===== src/rtl/shift_add_control_if.sv =====
// rtl/shift_add_control_if.sv - host handshake and datapath strobe bundle for the shift-add control FSM
interface shift_add_control_if #(
    parameter int N  = 8,
    parameter int CW = $clog2(N + 1)
);
    logic          start;
    logic          abort;
    logic          q0;
    logic          cnt_end;
    logic          ld_operands;
    logic          acc_clr;
    logic          acc_add;
    logic          shift;
    logic          cnt_load;
    logic          cnt_en;
    logic          cnt_up_down;
    logic [CW-1:0] cnt_data_in;
    logic          busy;
    logic          done;
    logic          err;

    modport master (
        output start, abort, q0, cnt_end,
        input  ld_operands, acc_clr, acc_add, shift, cnt_load, cnt_en,
               cnt_up_down, cnt_data_in, busy, done, err
    );

    modport slave (
        input  start, abort, q0, cnt_end,
        output ld_operands, acc_clr, acc_add, shift, cnt_load, cnt_en,
               cnt_up_down, cnt_data_in, busy, done, err
    );
endinterface


===== src/rtl/shift_add_control.sv =====
// rtl/shift_add_control.sv - Moore control FSM sequencing load/add/shift steps of an N-bit shift-add multiplier
module shift_add_control #(
    parameter int N  = 8,
    parameter int CW = $clog2(N + 1)
) (
    input  logic                clk,
    input  logic                rst,
    shift_add_control_if.slave  bus
);
    localparam logic [2:0] S_IDLE  = 3'd0;
    localparam logic [2:0] S_LOAD  = 3'd1;
    localparam logic [2:0] S_TEST  = 3'd2;
    localparam logic [2:0] S_ADD   = 3'd3;
    localparam logic [2:0] S_SHIFT = 3'd4;
    localparam logic [2:0] S_DONE  = 3'd5;

    localparam logic [CW-1:0] N_CW = CW'(N);

    logic [2:0]    state;
    logic [CW-1:0] tally;
    logic          err_q;
    logic          tally_full;

    assign tally_full = (tally == N_CW);

    always_ff @(posedge clk) begin
        if (rst) begin
            state <= S_IDLE;
            tally <= '0;
            err_q <= 1'b0;
        end else if (bus.abort && state != S_IDLE && state != S_DONE) begin
            state <= S_IDLE;
        end else begin
            case (state)
                S_IDLE: begin
                    if (bus.start) begin
                        state <= S_LOAD;
                        err_q <= 1'b0;
                    end
                end
                S_LOAD: begin
                    tally <= '0;
                    state <= S_TEST;
                end
                S_TEST: begin
                    // The counter and the shift tally must agree on when the last bit went by.
                    if (bus.cnt_end && tally_full) begin
                        state <= S_DONE;
                    end else if (bus.cnt_end ^ tally_full) begin
                        err_q <= 1'b1;
                        state <= S_DONE;
                    end else if (bus.q0) begin
                        state <= S_ADD;
                    end else begin
                        state <= S_SHIFT;
                    end
                end
                S_ADD: begin
                    state <= S_SHIFT;
                end
                S_SHIFT: begin
                    if (!tally_full) begin
                        tally <= tally + 1'b1;
                    end
                    state <= S_TEST;
                end
                S_DONE: begin
                    state <= S_IDLE;
                end
                default: begin
                    state <= S_IDLE;
                end
            endcase
        end
    end

    assign bus.ld_operands = (state == S_LOAD);
    assign bus.acc_clr     = (state == S_LOAD);
    assign bus.cnt_load    = (state == S_LOAD);
    assign bus.acc_add     = (state == S_ADD);
    assign bus.shift       = (state == S_SHIFT);
    assign bus.cnt_en      = (state == S_SHIFT);
    assign bus.cnt_up_down = 1'b0;
    assign bus.cnt_data_in = N_CW;
    assign bus.busy        = (state != S_IDLE);
    assign bus.done        = (state == S_DONE);
    assign bus.err         = err_q;
endmodule


===== src/flat_wrapper.sv =====
// flat-port wrapper written by rule: the top's interface ports become plain ports
module shift_add_control_flat 
#(
    parameter int N  = 8,
    parameter int CW = $clog2(N + 1)
)
  (clk, rst, bus_start, bus_abort, bus_q0, bus_cnt_end, bus_ld_operands, bus_acc_clr, bus_acc_add, bus_shift, bus_cnt_load, bus_cnt_en, bus_cnt_up_down, bus_cnt_data_in, bus_busy, bus_done, bus_err);
  shift_add_control_if #(.N(N), .CW(CW)) bus_i ();
  input  logic clk;
  input  logic rst;
  input wire logic [$bits(bus_i.start)-1:0] bus_start;
  input wire logic [$bits(bus_i.abort)-1:0] bus_abort;
  input wire logic [$bits(bus_i.q0)-1:0] bus_q0;
  input wire logic [$bits(bus_i.cnt_end)-1:0] bus_cnt_end;
  output wire logic [$bits(bus_i.ld_operands)-1:0] bus_ld_operands;
  output wire logic [$bits(bus_i.acc_clr)-1:0] bus_acc_clr;
  output wire logic [$bits(bus_i.acc_add)-1:0] bus_acc_add;
  output wire logic [$bits(bus_i.shift)-1:0] bus_shift;
  output wire logic [$bits(bus_i.cnt_load)-1:0] bus_cnt_load;
  output wire logic [$bits(bus_i.cnt_en)-1:0] bus_cnt_en;
  output wire logic [$bits(bus_i.cnt_up_down)-1:0] bus_cnt_up_down;
  output wire logic [$bits(bus_i.cnt_data_in)-1:0] bus_cnt_data_in;
  output wire logic [$bits(bus_i.busy)-1:0] bus_busy;
  output wire logic [$bits(bus_i.done)-1:0] bus_done;
  output wire logic [$bits(bus_i.err)-1:0] bus_err;
  assign bus_i.start = bus_start;
  assign bus_i.abort = bus_abort;
  assign bus_i.q0 = bus_q0;
  assign bus_i.cnt_end = bus_cnt_end;
  assign bus_ld_operands = bus_i.ld_operands;
  assign bus_acc_clr = bus_i.acc_clr;
  assign bus_acc_add = bus_i.acc_add;
  assign bus_shift = bus_i.shift;
  assign bus_cnt_load = bus_i.cnt_load;
  assign bus_cnt_en = bus_i.cnt_en;
  assign bus_cnt_up_down = bus_i.cnt_up_down;
  assign bus_cnt_data_in = bus_i.cnt_data_in;
  assign bus_busy = bus_i.busy;
  assign bus_done = bus_i.done;
  assign bus_err = bus_i.err;
  shift_add_control #(.N(N), .CW(CW)) u_core (.clk(clk), .rst(rst), .bus(bus_i));
endmodule

===== config.mk =====
export PLATFORM = sky130hd
export DESIGN_NAME = shift_add_control_flat
export DESIGN_NICKNAME = d
export VERILOG_FILES = /design/src/rtl/shift_add_control_if.sv /design/src/rtl/shift_add_control.sv /design/src/flat_wrapper.sv
export SDC_FILE = /design/constraint.sdc
export NUM_CORES = 1
export LEC_CHECK = 0
export ABC_CLOCK_PERIOD_IN_PS = 2500
export CORE_AREA = 5 5 42 44
export CTS_BUF_LIST = sky130_fd_sc_hd__clkbuf_8 sky130_fd_sc_hd__clkbuf_16
export DETAILED_ROUTE_END_ITERATION = 8
export DIE_AREA = 0 0 47 49
export PLACE_DENSITY = 0.91
export SLEW_MARGIN = 20
export SYNTH_ARGS = -nofsm -noshare
export SYNTH_HDL_FRONTEND = slang
export SYNTH_SLANG_ARGS = --single-unit

===== constraint.sdc =====
create_clock -name clk -period 2.5 [get_ports clk]
set_input_delay 0.375 -clock clk [delete_from_list [all_inputs] [get_ports clk]]
set_output_delay 0.375 -clock clk [all_outputs]
set_load 0.05 [all_outputs]

# Yosys cells after proc, flatten, opt, wreduce, memory -nomap -nowiden
# Cells that the tools add are included.
totals:
  elab_cells: 39
  ff_bits: 8
op_classes:
  reduce_logical: 11
  eq_ne: 11
  muxes: 11
  addsub: 1
  bitwise: 2
ops:
  columns: ["op", "count"]
  rows:
  - ["two-way mux 3 bit", 4]
  - ["one-hot mux 3 bit (4 select lines)", 1]
  - ["one-hot mux 4 bit (2 select lines)", 1]
  - ["== test 3 x 2 -> 1 bit (second input constant)", 2]
  - ["== test 3 bit (second input constant)", 2]
  - ["!= test 2 bit (second input constant)", 3]
  - ["AND reduction 5 bit", 1]
  - ["adder 4 x 1 -> 4 bit (second input constant)", 1]
  - ["== test 4 bit (second input constant)", 1]
  - ["two-way mux 4 bit", 1]
  - ["nonzero test 2 bit", 2]
  - ["OR reduction 2 bit", 2]
  - ["== test 3 x 1 -> 1 bit (second input constant)", 1]
  - ["logical AND 1 bit", 3]
  - ["logical NOT 3 bit", 1]
  - ["two-way mux 1 bit", 3]
  - ["!= test 3 bit (second input constant)", 1]
  - ["AND reduction 3 bit", 1]
  - ["nonzero test 3 bit", 1]
  - ["!= test 2 x 1 -> 1 bit (second input constant)", 1]
  - ["one-hot mux 1 bit (2 select lines)", 1]
  - ["NOT 1 bit", 1]
  - ["bitwise XOR 1 bit", 1]

# Depth between registers and ports, before layout
# Gate-level depths: netlist of the first run.
logic_depth:
  word_depth: 5
  depth_mapped: 9
  depth_no_buf: 9

# Worst setup path after synthesis of the first run
# Ideal clock, no wire load.
synth_timing:
  kind: "flip-flop to output port"
  startpoint: "register u_core.state[2]"
  endpoint: "output port bus_shift"
  t_arrival_ps: 2249
  required_time_ps: 2125
  path_slack_ps: -124
  stages_incl_launch_ff: 4
  n_path_buf: 2
  path_cell_list: "dfxtp_1 clkbuf_1 nor3b_1 buf_4"
synth_between:
  elab_chain_cells: 1
synth_lines:
  columns: ["item", "line_no", "text"]
  rows:
  - ["start: declaration", "shift_add_control.sv:19", "logic [2:0] state;"]
  - ["start signal: assignment", "shift_add_control.sv:28", "state <= S_IDLE;"]
  - ["start signal: assignment", "shift_add_control.sv:32", "state <= S_IDLE;"]
  - ["start signal: assignment", "shift_add_control.sv:37", "state <= S_LOAD;"]
  - ["== test 3 bit", null, null]
  - ["end: declaration", "flat_wrapper.sv:18", "output wire logic [$bits(bus_i.shift)-1:0] bus_shift;"]
# Every way passes these cells.

# Worst setup path after layout of the first run
layout_timing:
  startpoint: "register u_core.state[0]"
  endpoint: "output port bus_cnt_load"
layout_between:
  elab_chain_cells: 1
layout_lines:
  columns: ["item", "line_no", "text"]
  rows:
  - ["== test 3 x 1 -> 1 bit", "shift_add_control.sv:79", "assign bus.cnt_load = (state == S_LOAD);"]
  - ["end: declaration", "flat_wrapper.sv:19", "output wire logic [$bits(bus_i.cnt_load)-1:0] bus_cnt_load;"]
# Every way passes these cells.

==> impl_metrics.toml, run 1 <==
[timing]
fmax_mhz = 436.6
hold_viol_final = 0
setup_tns_ps = 0
fin_crit_sh_pct = 91.63
period_minus_slack_ps = 2291
rsz0062_at_grt = "false"
tightestPinTransition_ps = 505.0
slew_viol_final = 0
maxSlewHeadroom_pct = 66.23
worst_slack_ps = 209.4
skew_ps = 3.524
setup_violations = 0

[setup_path]
reg2regPathDepth = 9
worstPathRequired_ps = 2120
worst-setup-path-type = "reg2out"
crit_arrival_ps = 1920
cp-start-kind = "register"
slowest_delay_ps = 830
slowest_stage = "clkdlybuf4s50_1"
path_cells = "nand2b_1, nor2_1, clkdlybuf4s50_1"
end_kind = "output pin"
cp_num_buf_inv = 1
critPathMaxFanout = 13
crit_cells = 3
critPathTopFamily = "buffers and inverters"

[routing]
drc_errors = 0
drt_iter0_markers = 11
first_pass_iters = 3
num_vias = 538
via_per_inst = 5.327
wl_per_cell_um = 12.01
drt-total-wl_mm = 1.213
route.antenna.remaining_nets = 0

[pwr]
powerDensity_nw_per_um2 = 517.8
p_total_mw = 0.3816
leakage_nw = 0.3290
ir_drop_v = 0.0002792

[grt]
overflow = 0
first_global_vias = 515
grt_pass1_wl_mm = 2.111
antenna_found_initial = 0
grt_max_degree = 16
track_usage_pct = 12.87

[finish]
fin_util_pct = 52.59
nFillCells = 148
diodes = 0
drive_gt1_share_pct = 5.882
nets = 96
area_growth_pct = 24.00

[logic_synthesis]
avgSynthCellArea_um2 = 7.718
synth_cells = 77
ys_ff_latch = 8
postSynth.asyncResetShare_pct = 0
ys_types = 31
yosysTopAreaCell = "dfxtp_1"
netlist_top_cells_area = "dfxtp_1 27%, buf_4 10%, ha_1 6.3%, inv_1 3.8%, nand3b_1 3.8%"
synth_top_area_share_pct = 26.95
synth_edf_count = 0
seq_area_frac_synth_pct = 26.95
synth_flop_cell = "dfxtp_1"
yosys-top-cells-count = "8 x buf_4, 8 x dfxtp_1, 6 x inv_1"
yosysWarnings = 0
synthesis.area_um2 = 594.3

[clocking]
ctsResizeCount = 0
cts_root_buffer = "clkbuf_8"
postCtsSetupBuffers = 0
cts_hold_buf = 0
cts_buffers = 3
htree_num_levels = 1
cts_sinks = 8
insertion_delay_ps = 230
cts_buffer_depth = 2
path_clk_slew_ps = 40
cts_tree = "built"

[floorplan]
start_util_pct = 42.41
ios = 20
die_w_um = 47
rows = 14
core_um2 = 1401
die_area_um2 = 2303
die_h_um = 49

[place]
place.gp.congestion = 0.7677
numPortBuffers = 14
dp_slack_ps = 362.7
dp.final_hpwl_um = 962.6

[worst_hold_path]
hp-class = "reg2reg"
holdPathStages = 2

[outcome]
status = "completed"

[job]
max_cap_viol_count = 0
## cell usage in the layout, fill, tap and decap left out, drive strengths merged
| cell type | instances |
|---|---|
| a211oi | 2 |
| xor2 | 1 |
| nor2 | 5 |
| or4b | 1 |
| conb | 5 |
| dlymetal6s2s | 1 |
| mux2i | 1 |
| nand4b | 1 |
| dfxtp | 8 |
| o41ai | 1 |
| and2 | 1 |
| or3 | 3 |
| a21oi | 3 |
| nor4b | 2 |
| clkdlybuf4s50 | 13 |
| clkbuf | 3 |
| and3 | 2 |
| nor2b | 1 |
| o21ai | 6 |
| nand3b | 3 |
| ha | 3 |
| inv | 6 |
| nand2b | 3 |
| o211a | 1 |
| nor4 | 1 |
| o211ai | 1 |
| nor3 | 2 |
| nand3 | 1 |
| nand2 | 3 |
| nor3b | 1 |
## routing by layer
layer  track usage [%]  up-vias  share of wire [%]
met1             12.69      251                 40
li1                  -      270                  -
met2             21.49       13                 51
met3             4.428        4                6.6
met5                 0        -                  0
met4             8.295        0                2.5
## path summary, 6_finish.rpt
check                       start              end  slack (ps)
hold / removal     u_core.bus.err   u_core.bus.err         470
setup / recovery  u_core.state[0]     bus_cnt_load         210
hold reg to reg    u_core.bus.err   u_core.bus.err         470
setup reg to reg  u_core.tally[0]  u_core.state[0]         730
## state kept, by name (all words and copies together), names as in the netlist
signal	count
u_core.state	3
u_core.tally	4
u_core.bus.err	1
## per-stage QoR
step / hold WS [ps] / cells / area, um2
2_1_floorplan: 438.7 / 80 / 610.6
3_3_place_gp: 460.8 / 98 / 693.2
3_5_place_dp: 469.6 / 98 / 693.2
4_1_cts: 475.1 / 101 / 734.5
5_1_grt: 501.1 / 101 / 737.0
6_report: 470.8 / 101 / 737.0
## logic make-up (layout without fill, tap and decap cells)
logic type               count (synthesis)  in the layout  share of synthesized area, %
AND/OR/NAND/NOR                         30             30                         30.95
AO/OA/AOI/OAI                           14             14                         14.53
other                                    2              5                         1.264
XOR/XNOR                                 1              1                         1.474
flip-flops                               8              8                         26.95
multiplexers                             1              1                         1.684
adder cells (fa/ha/maj)                  3              3                         6.316
buffers and inverters                   18             23                         16.84
## tightest hold or removal path, cell delays in order (launching register included)
cell and delay [ps]:
dfxtp_1 300, o21ai_1 60, a21oi_1 60
## layout make-up
cell class | count | area (um2) | area share, %
clock buffers | 3 | 41.29 | 5.603
inverters | 6 | 22.52 | 3.056
multi-input cells | 54 | 350.3 | 47.54
flip-flops and latches | 8 | 160.2 | 21.73
well taps | 16 | 20.02 | 2.716
repair buffers | 14 | 142.6 | 19.35
## report_power, final
part	internal (mW)	total, mW	switching [mW]
registers	0.131	0.138	0.00710
clock network	0.104	0.156	0.0518
logic	0.0283	0.0876	0.0593
total	0.263	0.382	0.118
No activity file was read; power rests on OpenSTA's default activity.
==> inputs of run 2 (changes only) <==
CTS_BUF_LIST = unset   (was sky130_fd_sc_hd__clkbuf_8 sky130_fd_sc_hd__clkbuf_16)
DONT_BUFFER_PORTS = 1   (was unset)
PLACE_DENSITY = 0.71   (was 0.91)
==> run 2 against run 1 <==
Effect of this change: sequential cell count is the same; sequential power about the same; non-clock buffer count fell by 12; first-iteration DRC count down 82%; maximum frequency is 11% higher; largest power group is now sequential cells.
==> impl_metrics.toml, run 2 (synthesis results as in run 1) <==
[place]
dp_slack_ps = 741.4
numPortBuffers = 0
place.gp.congestion = 0.7685
dp.final_hpwl_um = 851.2

[setup_path]
critPathLaunch = "u_core.state[1]"
worst-setup-path-type = "reg2out"
cp-start-kind = "register"
r2r-end = "u_core.state[0]"
end_kind = "output pin"
worstPathRequired_ps = 2120
cp-endpoint = "bus_acc_add"
r2r_setup_slack_ps = 770
critPathMaxFanout = 11
reg2regPathDepth = 9
worstReg2RegStart = "u_core.tally[0]"
crit_arrival_ps = 1680

[timing]
skew_ps = 3.666
worst_slack_ps = 440.2
maxSlewHeadroom_pct = 65.75
fin_crit_sh_pct = 82.39
slew_viol_final = 0
rsz0062_at_grt = "false"
tightestPinTransition_ps = 513.1
hold_viol_final = 0
period_minus_slack_ps = 2060
fmax_mhz = 485.5
setup_violations = 0
setup_tns_ps = 0

[pwr]
leakage_nw = 0.2611
powerDensity_nw_per_um2 = 506.2
ir_drop_v = 0.0002346
p_total_mw = 0.3059

[routing]
drc_errors = 0
route.antenna.remaining_nets = 0
num_vias = 500
via_per_inst = 5.618
drt_iter0_markers = 2
first_pass_iters = 4
wl_per_cell_um = 13.25
drt-total-wl_mm = 1.179

[finish]
nFillCells = 150
final_cell_mix = "8 x dfxtp_1, 6 x inv_1, 5 x conb_1"
nets = 84
largest_reg_flops = 4
diodes = 0
final_common_cell = "dfxtp_1"
drive_gt1_share_pct = 10.96
area_growth_pct = 1.684
top_register = "u_core.tally"

[floorplan]
die_h_um = 49
rows = 14
start_util_pct = 42.41
core_um2 = 1401
ios = 20
die_w_um = 47
die_area_um2 = 2303

[clocking]
insertion_delay_ps = 260
cts_sinks = 8
ctsResizeCount = 0
cts_buffer_depth = 2
postCtsSetupBuffers = 0
cts_buffers = 3
htree_num_levels = 1
cts_hold_buf = 0
path_clk_slew_ps = 50
cts_root_buffer = "clkbuf_4"
cts_tree = "built"

[grt]
grt_pass1_wl_mm = 2.001
grt_max_degree = 16
antenna_found_initial = 0
first_global_vias = 474
track_usage_pct = 11.29
overflow = 0

[job]
max_cap_viol_count = 0

[outcome]
status = "completed"

[worst_hold_path]
hp-start = "rst"
hp-class = "in2reg"
run 2: changes by cell type in the layout (fill, tap and decap cells not counted):
cell             previous run  this run
clkbuf_8                    3         0
nor2_1                      5         4
nor3b_4                     0         1
clkbuf_4                    0         3
clkdlybuf4s50_1            13         0
buf_4                       0         2
nor2_4                      0         1
nor3b_2                     1         0
dlymetal6s2s_1              1         0
run 2: where the power goes:
group / internal, mW / switching (mW) / total, mW
logic: 0.0137 / 0.0520 / 0.0657
clock network: 0.0551 / 0.0460 / 0.101
registers: 0.130 / 0.00913 / 0.139
run 2: worst max-delay path: stages (launching register included):
cell and delay (ps):
dfxtp_1 610, inv_1 160, nor2_1 190, and2_1 470
run 2: cell type report:
class,instances,area (um2),area share (%)
Timing Repair Buffer,2,15.01,2.484
Clock buffer,3,22.52,3.727
Tap cell,16,20.02,3.313
Sequential cell,8,160.2,26.50
Inverter,6,22.52,3.727
Multi-Input combinational cell,54,364.1,60.25
run 2: layer usage:
layer  global-route usage [%]  vias to the layer above  part of all wire [%]
met1                    14.60                      242                    44
met5                        0                        -                     0
met2                    17.19                       13                    50
met3                    5.535                        0                   6.4
li1                         -                      245                     -
met4                    1.382                        0                     0
run 2: worst min-delay path by stage:
stage | endpoint | slack (ps) | depth (start not counted)
3_5_place_dp | u_core.bus.err | 450 | 1
6_report | u_core.bus.err | 190 | 1
3_3_place_gp | u_core.bus.err | 450 | 1
2_1_floorplan | u_core.tally[3] | 440 | 1
4_1_cts | u_core.bus.err | 180 | 1
5_1_grt | u_core.bus.err | 180 | 1
run 2: per-stage QoR:
stage / util [%] / std cells / area, um2 / hold slack [ps]
6_report: 43.13 / 89 / 604.3 / 185.7
5_1_grt: 43.13 / 89 / 604.3 / 175.3
4_1_cts: 43.13 / 89 / 604.3 / 181.8
3_5_place_dp: 41.52 / 86 / 581.8 / 450.1
3_3_place_gp: 41.52 / 86 / 581.8 / 448.5
2_1_floorplan: - / 80 / 610.6 / 438.7
